### config.mk
export PLATFORM = sky130hd
export DESIGN_NAME = mem_port_arbiter
export DESIGN_NICKNAME = d
export VERILOG_FILES = /design/src/rtl/mem_port_arbiter.sv
export SDC_FILE = /design/constraint.sdc
export NUM_CORES = 1
export LEC_CHECK = 0
export CORE_MARGIN = 2
export CORE_UTILIZATION = 44
export DETAILED_ROUTE_END_ITERATION = 16
export GPL_TIMING_DRIVEN = 0
export PLACE_DENSITY = 0.86
export SYNTH_ARGS = -nofsm -noshare
export SYNTH_HDL_FRONTEND = slang
export SYNTH_SLANG_ARGS = --single-unit
### constraint.sdc
create_clock -name clk_i -period 2.2 [get_ports clk_i]
set_input_delay 0.22 -clock clk_i [delete_from_list [all_inputs] [get_ports clk_i]]
set_output_delay 0.22 -clock clk_i [all_outputs]
set_load 0.02 [all_outputs]
### src/rtl/mem_port_arbiter.sv
// Two-requester (fetch / data) arbiter onto a single memory port with anti-starvation for fetch.
// Optional abort watchdog compiled in with `define ARB_TIMEOUT_EN.
module mem_port_arbiter #(
  parameter int STARVE_MAX  = 4,
  parameter int TIMEOUT_CYC = 255
) (
  input  logic        clk_i,
  input  logic        rst_ni,
  input  logic        if_req_i,
  input  logic [31:0] if_addr_i,
  output logic        if_gnt_o,
  output logic        if_valid_o,
  output logic [31:0] if_rdata_o,
  input  logic        d_req_i,
  input  logic        d_we_i,
  input  logic [31:0] d_addr_i,
  input  logic [31:0] d_wdata_i,
  input  logic [1:0]  d_size_i,
  input  logic        d_sign_i,
  output logic        d_gnt_o,
  output logic        d_valid_o,
  output logic [31:0] d_rdata_o,
  output logic        m_req_o,
  output logic        m_we_o,
  output logic [31:0] m_addr_o,
  output logic [31:0] m_wdata_o,
  output logic [1:0]  m_size_o,
  output logic        m_sign_o,
  input  logic        m_rdy_i,
  input  logic [31:0] m_rdata_i,
  output logic        busy_o,
  output logic        err_o
);

  localparam int StarveW = (STARVE_MAX < 1) ? 1 : $clog2(STARVE_MAX + 1);

  typedef enum logic [1:0] {IDLE, BUSY_IF, BUSY_D} state_e;

  state_e              state_q, state_d;
  logic [StarveW-1:0]  starve_q, starve_d;
  logic                m_req_q, m_req_d;
  logic                m_we_q, m_we_d;
  logic [31:0]         m_addr_q, m_addr_d;
  logic [31:0]         m_wdata_q, m_wdata_d;
  logic [1:0]          m_size_q, m_size_d;
  logic                m_sign_q, m_sign_d;
  logic                if_valid_q, if_valid_d;
  logic                d_valid_q, d_valid_d;
  logic [31:0]         if_rdata_q, if_rdata_d;
  logic [31:0]         d_rdata_q, d_rdata_d;
  logic                starve_hit;

`ifdef ARB_TIMEOUT_EN
  localparam int WaitW = (TIMEOUT_CYC < 2) ? 1 : $clog2(TIMEOUT_CYC + 1);
  logic [WaitW-1:0] wait_q, wait_d;
  logic             err_q, err_d;
  logic             timeout_hit;
  assign timeout_hit = (wait_q == WaitW'(TIMEOUT_CYC - 1));
`endif

  // Fetch overrides data once it has been passed over STARVE_MAX times in a row.
  assign starve_hit = if_req_i && (starve_q == StarveW'(STARVE_MAX));

  always_comb begin
    state_d    = state_q;
    starve_d   = starve_q;
    m_req_d    = m_req_q;
    m_we_d     = m_we_q;
    m_addr_d   = m_addr_q;
    m_wdata_d  = m_wdata_q;
    m_size_d   = m_size_q;
    m_sign_d   = m_sign_q;
    if_valid_d = 1'b0;
    d_valid_d  = 1'b0;
    if_rdata_d = if_rdata_q;
    d_rdata_d  = d_rdata_q;
    if_gnt_o   = 1'b0;
    d_gnt_o    = 1'b0;
`ifdef ARB_TIMEOUT_EN
    wait_d     = wait_q;
    err_d      = 1'b0;
`endif
    case (state_q)
      IDLE: begin
        if (d_req_i && !starve_hit) begin
          d_gnt_o   = 1'b1;
          state_d   = BUSY_D;
          m_req_d   = 1'b1;
          m_we_d    = d_we_i;
          m_addr_d  = d_addr_i;
          m_wdata_d = d_wdata_i;
          m_size_d  = d_size_i;
          m_sign_d  = d_sign_i;
          if (if_req_i && (starve_q != StarveW'(STARVE_MAX)))
            starve_d = starve_q + StarveW'(1);
`ifdef ARB_TIMEOUT_EN
          wait_d = '0;
`endif
        end else if (if_req_i) begin
          if_gnt_o  = 1'b1;
          state_d   = BUSY_IF;
          m_req_d   = 1'b1;
          m_we_d    = 1'b0;
          m_addr_d  = if_addr_i;
          m_wdata_d = 32'h0;
          m_size_d  = 2'b10;
          m_sign_d  = 1'b0;
          starve_d  = '0;
`ifdef ARB_TIMEOUT_EN
          wait_d = '0;
`endif
        end
      end
      BUSY_IF, BUSY_D: begin
        // Only reads update the owner's data register; writes just pulse VALID.
        if (m_rdy_i) begin
          state_d = IDLE;
          m_req_d = 1'b0;
          if (state_q == BUSY_IF) begin
            if_valid_d = 1'b1;
            if (!m_we_q) if_rdata_d = m_rdata_i;
          end else begin
            d_valid_d = 1'b1;
            if (!m_we_q) d_rdata_d = m_rdata_i;
          end
`ifdef ARB_TIMEOUT_EN
        end else if (timeout_hit) begin
          state_d = IDLE;
          m_req_d = 1'b0;
          err_d   = 1'b1;
          if (state_q == BUSY_IF) if_valid_d = 1'b1;
          else                    d_valid_d  = 1'b1;
        end else begin
          wait_d = wait_q + WaitW'(1);
`endif
        end
      end
      default: state_d = IDLE;
    endcase
  end

  always_ff @(posedge clk_i) begin
    if (!rst_ni) begin
      state_q    <= IDLE;
      starve_q   <= '0;
      m_req_q    <= 1'b0;
      m_we_q     <= 1'b0;
      m_addr_q   <= 32'h0;
      m_wdata_q  <= 32'h0;
      m_size_q   <= 2'b00;
      m_sign_q   <= 1'b0;
      if_valid_q <= 1'b0;
      d_valid_q  <= 1'b0;
      if_rdata_q <= 32'h0;
      d_rdata_q  <= 32'h0;
    end else begin
      state_q    <= state_d;
      starve_q   <= starve_d;
      m_req_q    <= m_req_d;
      m_we_q     <= m_we_d;
      m_addr_q   <= m_addr_d;
      m_wdata_q  <= m_wdata_d;
      m_size_q   <= m_size_d;
      m_sign_q   <= m_sign_d;
      if_valid_q <= if_valid_d;
      d_valid_q  <= d_valid_d;
      if_rdata_q <= if_rdata_d;
      d_rdata_q  <= d_rdata_d;
    end
  end

`ifdef ARB_TIMEOUT_EN
  always_ff @(posedge clk_i) begin
    if (!rst_ni) begin
      wait_q <= '0;
      err_q  <= 1'b0;
    end else begin
      wait_q <= wait_d;
      err_q  <= err_d;
    end
  end
  assign err_o = err_q;
`else
  assign err_o = 1'b0;
`endif

  assign m_req_o    = m_req_q;
  assign m_we_o     = m_we_q;
  assign m_addr_o   = m_addr_q;
  assign m_wdata_o  = m_wdata_q;
  assign m_size_o   = m_size_q;
  assign m_sign_o   = m_sign_q;
  assign if_valid_o = if_valid_q;
  assign d_valid_o  = d_valid_q;
  assign if_rdata_o = if_rdata_q;
  assign d_rdata_o  = d_rdata_q;
  assign busy_o     = (state_q != IDLE);

endmodule

Word level (Yosys, flattened, before mapping). Cells that the tools add are included.

Flip-flop bits (word level): 140. Input port bits: 137. Output and inout port bits: 139. Word-level logic and storage cells: 65.

Add/sub/neg operators: 1. Eq/ne operators: 7. Muxes and demuxes: 27. Bitwise gates (word level): 2. Reductions and logical operators: 16.

Operators with widths (number): $mux 32 (4); $mux 1 (13); $mux 2 (5); $mux 3 (3); $reduce_and 3->1 (3); $reduce_and 4->1 (2); $ne 3x3->1 const B (2); $reduce_bool 2->1 (3); $pmux 2 s2 (1); $reduce_and 2->1 (2); $add 3x1->3 const B (1); $eq 3x3->1 const B (1); $logic_and 1x1->1 (3); $eq 2x1->1 const B (1); $eq 2x2->1 const B (1); $logic_not 2->1 (1); $ne 2x1->1 const B (1); $ne 2x2->1 const B (1); $not 1->1 (2); $pmux 1 s2 (1); $reduce_or 2->1 (1); $logic_not 1->1 (1).

Logic depth before layout (Yosys ltp). Gate-level depths: netlist of run 1.

Depth in word-level cells: 6. Gate-level depth with buffers: 7. Mapped depth without buffers: 5.

Worst setup path after synthesis of run 1. Ideal clock, no wire load.

Kind: reg-to-output. Start point: reg starve_q[0]. End point: out d_gnt_o. Data arrival time: 1.494 ns. Data required time: 1.980 ns. Setup slack: 0.486 ns. Cell stages (with the launch flop): 7. Path buffers: 2. Cell sequence: dfxtp_1 -> inv_1 -> ha_1 -> and3_1 -> buf_6 -> buf_6 -> nor3_1.

Longest elaborated chain between the ends: 6.

RTL lines: from (decl) (RTL line 40) `logic [StarveW-1:0] starve_q, starve_d;`; from (signal assigned) (RTL line 158) `starve_q <= starve_d;`; $eq 3x3->1 (RTL line 62) `assign starve_hit = if_req_i && (starve_q == StarveW'(STARVE_MAX));`; $logic_and 1x1->1 (RTL line 62); $logic_not 1->1 (RTL line 85) `if (d_req_i && !starve_hit) begin`; $logic_and 1x1->1 (RTL line 85); $mux 1 (RTL line 85); $mux 1 (RTL line 83) `case (state_q)`; to (decl) (RTL line 20) `output logic d_gnt_o,`.

No other way between the ends.

Worst setup path after layout of run 1. Same ends and word-level chain as after synthesis.

==> flow_metrics.env, run 1 <==
export IMPL_row_count=41
export IMPL_p_seq_frac=0.372
export IMPL_pin_count=276
export IMPL_grtUsageTotal=0.284
export IMPL_dr_pass1_iters=5
export IMPL_r2r_cells=7
export IMPL_p_sw_frac=0.275
export IMPL_crit_type="reg2out"
export IMPL_switching_power_uw=2100
export IMPL_nets=1121
export IMPL_ys_warn_count=0
export IMPL_place_port_buffers=271
export IMPL_setup_ws_ns=0.129
export IMPL_n_antenna_cell=0
export IMPL_grt_pass1_vias=6016
export IMPL_synth_distinct_cells=33
export IMPL_seq_area_mm2=0.00280
export IMPL_finalCritPeriodShare=0.941
export IMPL_crit_slowest_cell="dfxtp_1"
export IMPL_clock_skew_ns=0.00832
export IMPL_h_tree_depth=4
export IMPL_dp_slack_ns=0.110
export IMPL_pwr_share_clk=0.415
export IMPL_synth_edf_count=0
export IMPL_crit_path_end="d_gnt_o"
export IMPL_grt_ovfl_total=0
export IMPL_start_kind="flip-flop"
export IMPL_crit_start="starve_q[0]"
export IMPL_worst_hold_slack_ns=0.178
export IMPL_fill_cells=1000
export IMPL_cts_tree="done"
export IMPL_crit_fanout=10
export IMPL_setup_violations=0
export IMPL_end_kind="primary output"
export IMPL_syn_avg_cell_area_um2=8.11
export IMPL_final_common_cell="clkdlybuf4s50_1"
export IMPL_die_height_um=117
export IMPL_final_area_mm2=0.00916
export IMPL_grt_max_degree=17
export IMPL_comb_power_share=0.213
export IMPL_rsz0062_at_grt="false"
export IMPL_p_leak_uw=0.00328
export IMPL_initial_utilization=0.447
export IMPL_cpMostUsedCell="buf_6"
export IMPL_worst_pin_slew_ns=0.517
export IMPL_gp_congestion=0.853
export IMPL_synthFlopType="dfxtp_1"
export IMPL_synth_cells=689
export IMPL_required_ns=1.98
export IMPL_drc_errors=0
export IMPL_worst_hold_path_type="in2reg"
export IMPL_coreArea_mm2=0.0125
export IMPL_grt_pass1_wl_um=30000
export IMPL_holdBufCountCts=0
export IMPL_dr_first_iter_drc_count=408
export IMPL_reg2reg_to="d_rdata_o[7]"
export IMPL_max_cap_violations=0
export IMPL_clk_latency_ns=0.42
export IMPL_slowest_delay_ns=0.35
export IMPL_ys_seq_elements=140
export IMPL_drive_gt1_frac=0.0887
export IMPL_clock_fmax_mhz=483
export IMPL_cts_buffers=17
export IMPL_cp_arrival_ns=1.85
export IMPL_fin_tns_setup_ns=0
export IMPL_vias_per_cell=5.32
export IMPL_syn_nets=831
export IMPL_clkSinkCount=140
export IMPL_fp_dieW_um=117
export IMPL_synth_area_mm2=0.00559
export IMPL_ys_async_sr_fraction=0
export IMPL_p_int_uw=5530
export IMPL_fin_crit_ns=2.07
export IMPL_r2r_setup_slack_ns=0.49
export IMPL_hold_viol=0
export IMPL_drv_slew=0
export IMPL_slew_headroom=0.656
export IMPL_worst_setup_hold_path_clk_slew_ns=0.06
export IMPL_wirelength_um=19600
export IMPL_dpl_instance_area_mm2=0.00852
export IMPL_syn_to_final_growth_pct=63.9
export IMPL_seq_area_frac_synth=0.501
export IMPL_powerDensity_mw_per_mm2=832
export IMPL_cts_max_path_buffers=2
export IMPL_antenna_found_initial=0
export IMPL_path_cells="inv_1, ha_1, and3_1, buf_6, buf_6, nor3_1, buf_2"
export IMPL_wl_per_cell_um=16.8
export IMPL_final_cell_mix="268 x clkdlybuf4s50_1, 169 x nand2_1, 140 x dfxtp_1, 136 x a21oi_1, 51 x o21ai_0"
export IMPL_die_area_mm2=0.0136
export IMPL_postRouteAntennaNets=0
export IMPL_multi_input_area_mm2=0.00235
export IMPL_outcome="completed"
export IMPL_vias=6197
export IMPL_reg2reg_from="state_q[0]"
export IMPL_place_hpwl_um=14200
export IMPL_clock_root_buffer="clkbuf_16"
export IMPL_vdd_drop_max_mv=0.512
logic make-up after synthesis:
family	after synthesis	share of synthesized area
AO/OA/AOI/OAI	243	0.230
buffers and inverters	77	0.0779
flip-flops	140	0.501
adder cells (fa/ha/maj)	5	0.0112
other	1	0.000671
AND/OR/NAND/NOR	223	0.178
power groups by stage:
stage	Sequential (uW)	Clock, uW	Combinational [uW]
after floorplan	3100	0	568
after global placement	2880	0	1590
after detailed placement	2880	0	1610
after CTS	2840	3190	1620
after global routing	2860	3300	1740
final	2840	3160	1620
layer usage:
metal,global-route usage,vias to the layer above,share of wire,routed length (um)
met3,0.101,47,0.091,1780
met2,0.492,278,0.49,9680
li1,-,2977,-,-
met4,0.135,0,0.031,616
met1,0.311,2895,0.38,7490
met5,0,-,0,0
through the flow:
step | power [uW] | util | cells
after detailed placement | 4500 | 0.680 | 1132
after CTS | 7650 | 0.733 | 1164
after global placement | 4470 | 0.680 | 1132
final | 7620 | 0.732 | 1164
after global routing | 7900 | 0.732 | 1164
after floorplan | 3670 | - | 689
registers in the layout, summed over array words and instances (netlist names):
name,cells
m_size_o,2
if_rdata_o,32
starve_q,3
d_valid_o,1
if_valid_o,1
m_wdata_o,32
m_we_o,1
d_rdata_o,32
m_addr_o,32
state_q,2
m_sign_o,1
m_req_o,1
timing repair:
action                     CTS  global route
buffers inserted             0             0
resized for setup            8             3
pin swaps                    0             0
setup endpoints to repair    3             2
synthesized netlist by cell type, drive strengths merged, types with 2 or more instances:
cell    number  area share
a21oi      136        0.12
a31oi       33       0.037
buf         47       0.057
clkbuf      22       0.015
dfxtp      140        0.50
ha           5       0.011
inv          8      0.0054
nand2      169        0.11
nand4       37       0.041
nand4b       2      0.0031
nor3         4      0.0036
o21a         5      0.0067
o21ai       67       0.061
worst min-delay path by stage:
stage | start | endpoint | slack (ns) | cells after the start
4_1_cts | rst_ni | m_addr_o[2] | 0.16 | 3
3_3_place_gp | d_rdata_o[4] | d_rdata_o[4] | 0.44 | 2
2_1_floorplan | m_rdata_i[0] | d_rdata_o[0] | 0.36 | 2
5_1_grt | rst_ni | m_addr_o[2] | 0.20 | 3
3_5_place_dp | if_rdata_o[13] | if_rdata_o[13] | 0.45 | 2
6_report | rst_ni | m_addr_o[2] | 0.18 | 3
layout make-up:
class | instances | area share
inverter | 8 | 0.00328
clock buffer | 19 | 0.0473
tap | 172 | 0.0235
multi-input combinational | 472 | 0.257
buffer | 69 | 0.0445
clock inverter | 13 | 0.0236
sequential | 140 | 0.306
timing repair buffer | 271 | 0.295
worst max-delay path: cells and delay by family (launching register included):
| family | cells | cell delay [ns] |
|---|---|---|
| buffers and inverters | 4 | 0.54 |
| DFF | 1 | 0.35 |
| and+or+nand+nor | 2 | 0.31 |
| adders and majority gates | 1 | 0.24 |
Note: power is estimated with default switching activity, not from simulation.
==> run 2, diff against run 1 <==
--- a/config.mk
+++ b/config.mk
@@ -6,9 +6,10 @@
 export NUM_CORES = 1
 export LEC_CHECK = 0
+export CAP_MARGIN = 0
 export CORE_MARGIN = 2
-export CORE_UTILIZATION = 44
+export CORE_UTILIZATION = 37
 export DETAILED_ROUTE_END_ITERATION = 16
 export GPL_TIMING_DRIVEN = 0
-export PLACE_DENSITY = 0.86
+export PLACE_DENSITY = 0.77
 export SYNTH_ARGS = -nofsm -noshare
 export SYNTH_HDL_FRONTEND = slang
==> constraint.sdc (replaced) <==
create_clock -name clk_i -period 1.7 [get_ports clk_i]
set_input_delay 0.255 -clock clk_i [delete_from_list [all_inputs] [get_ports clk_i]]
set_output_delay 0.255 -clock clk_i [all_outputs]
set_load 0.02 [all_outputs]
==> run 2 against run 1 <==
Against the previous run: the run now ends with negative setup slack left; combinational power grew 34%; via count shrank 1.3%; critical path depth shrank 2; core utilization shrank 10 points; routed wire length shrank 0.48%; largest cell class unchanged.
==> flow_metrics.env, run 2 (same netlist as run 1, synthesis figures left out) <==
export IMPL_outcome="finished, violations left"
export IMPL_violations="negative setup slack"
export IMPL_setup_ws_ns=-0.0380
export IMPL_fp_dieW_um=127
export IMPL_grt_max_degree=17
export IMPL_wl_met2_um=9480
export IMPL_die_height_um=127
export IMPL_die_area_mm2=0.0161
export IMPL_vias=6117
export IMPL_p_seq_frac=0.385
export IMPL_total_power_uw=9520
export IMPL_hold_path_end="m_addr_o[31]"
export IMPL_grtUsageTotal=0.237
export IMPL_vias_per_cell=5.19
export IMPL_p_sw_frac=0.271
export IMPL_crit_start="starve_q[0]"
export IMPL_start_kind="flip-flop"
export IMPL_grt_pass1_vias=5910
export IMPL_fill_cells=1312
export IMPL_vdd_drop_max_mv=0.635
export IMPL_drc_errors=0
export IMPL_row_count=44
export IMPL_switching_power_uw=2580
export IMPL_cts_tree="done"
export IMPL_worst_hold_path_type="in2reg"
export IMPL_reg2reg_from="state_q[0]"
export IMPL_fin_crit_ns=1.74
export IMPL_cp_arrival_ns=1.48
export IMPL_maxUsedRoutingLayer="met4"
export IMPL_r2r_setup_slack_ns=0.10
export IMPL_hold_viol=0
export IMPL_wirelength_um=19500
export IMPL_rsz0062_at_grt="true"
export IMPL_postRouteAntennaNets=0
export IMPL_place_hpwl_um=14600
export IMPL_drv_slew=0
export IMPL_gp_congestion=0.879
export IMPL_p_leak_uw=0.00334
export IMPL_crit_fanout=2
export IMPL_final_area_mm2=0.00923
export IMPL_powerDensity_mw_per_mm2=1030
export IMPL_antenna_found_initial=0
export IMPL_wl_per_cell_um=16.5
export IMPL_clock_fmax_mhz=575
export IMPL_crit_type="reg2out"
export IMPL_wl_met3_um=1840
export IMPL_clock_root_buffer="clkbuf_16"
export IMPL_r2r_cells=9
export IMPL_pwr_share_clk=0.388
export IMPL_worstHoldPathCells=3
export IMPL_h_tree_depth=4
export IMPL_reg2reg_to="m_wdata_o[23]"
export IMPL_final_cell_mix="264 x clkdlybuf4s50_1, 168 x nand2_1, 137 x dfxtp_1, 135 x a21oi_1, 51 x o21ai_0"
export IMPL_pin_count=276
export IMPL_cts_buffers=17
export IMPL_p_int_uw=6940
export IMPL_place_port_buffers=271
export IMPL_coreArea_mm2=0.0146
export IMPL_slew_headroom=0.652
export IMPL_worst_pin_slew_ns=0.522
export IMPL_post_route_util=0.630
export IMPL_grt_pass1_wl_um=30300
export IMPL_cts_max_path_buffers=2
export IMPL_required_ns=1.44
export IMPL_max_cap_violations=0
export IMPL_dpl_instance_area_mm2=0.00854
export IMPL_hp_start="rst_ni"
export IMPL_final_common_cell="clkdlybuf4s50_1"
export IMPL_dr_first_iter_drc_count=238
export IMPL_wl_met1_um=7680
export IMPL_finalCritPeriodShare=1.02
export IMPL_grt_ovfl_total=0
export IMPL_clkSinkCount=140
export IMPL_n_antenna_cell=0
export IMPL_initial_utilization=0.382
export IMPL_setup_violations=1
export IMPL_drive_gt1_frac=0.110
export IMPL_syn_to_final_growth_pct=65.1
export IMPL_end_kind="primary output"
export IMPL_clk_latency_ns=0.42
export IMPL_comb_power_share=0.228
export IMPL_dp_slack_ns=-0.445
export IMPL_worst_setup_hold_path_clk_slew_ns=0.06
export IMPL_clock_skew_ns=0.00791
export IMPL_dr_pass1_iters=5
export IMPL_nets=1126
-- run 2: cell count changes in the layout (fill, tap and decap cells not counted), sizes merged, moves of 2 or more --
cell / previous run / this run
buf: 48 / 56
dlygate4sd2: 1 / 3
clkinvlp: 3 / 1
bufinv: 5 / 3
clkdlybuf4s50: 268 / 264
-- run 2: worst max-delay path by stage --
stage,end,cells after the start
2_1_floorplan,d_gnt_o,6
4_1_cts,d_gnt_o,6
5_1_grt,d_gnt_o,5
3_3_place_gp,if_gnt_o,6
3_5_place_dp,if_gnt_o,6
6_report,d_gnt_o,5
-- run 2: cell type report --
class / instances / area (um2) / share of cell area
plain buffers: 65 / 408 / 0.0442
clock buffers: 22 / 464 / 0.0503
clock inverters: 8 / 118 / 0.0127
inverters: 8 / 30.0 / 0.00326
multi-input cells: 472 / 2390 / 0.259
flip-flops and latches: 140 / 2810 / 0.304
well taps: 184 / 230 / 0.0250
repair buffers: 280 / 2780 / 0.301
-- run 2: layer usage --
layer,vias to the layer above,track usage
met5,-,0
met4,0,0.0976
met3,35,0.0869
met2,276,0.404
met1,2825,0.270
li1,2981,-
-- run 2: what timing repair did --
action,CTS,global route
resized for setup,38,14
setup buffers,6,3
setup endpoints to repair,36,24
pin swaps,2,4
hold buffers,0,0
-- run 2: worst max-delay path, cell delays in order (launching register included) --
cell and delay (ns):
dfxtp_2 0.33, inv_2 0.05, ha_4 0.16, and3_4 0.17
nor3_2 0.17, buf_4 0.17
-- run 2: per-stage QoR --
stage,cells,hold WS (ns),setup TNS (ns)
final,1179,0.205,-0.0380
after global routing,1179,0.215,-0.129
after CTS,1179,0.191,-0.119
after detailed placement,1144,0.446,-2.75
after global placement,1144,0.441,-1.40
after floorplan,689,0.391,0
-- run 2: power by group through the flow --
stage,combinational (uW),clock (uW),sequential (uW)
floorplan,737,0,4020
global route,2320,3930,3690
detailed placement,2110,0,3730
finish,2170,3690,3660
CTS,2150,3760,3670
global placement,2090,0,3720
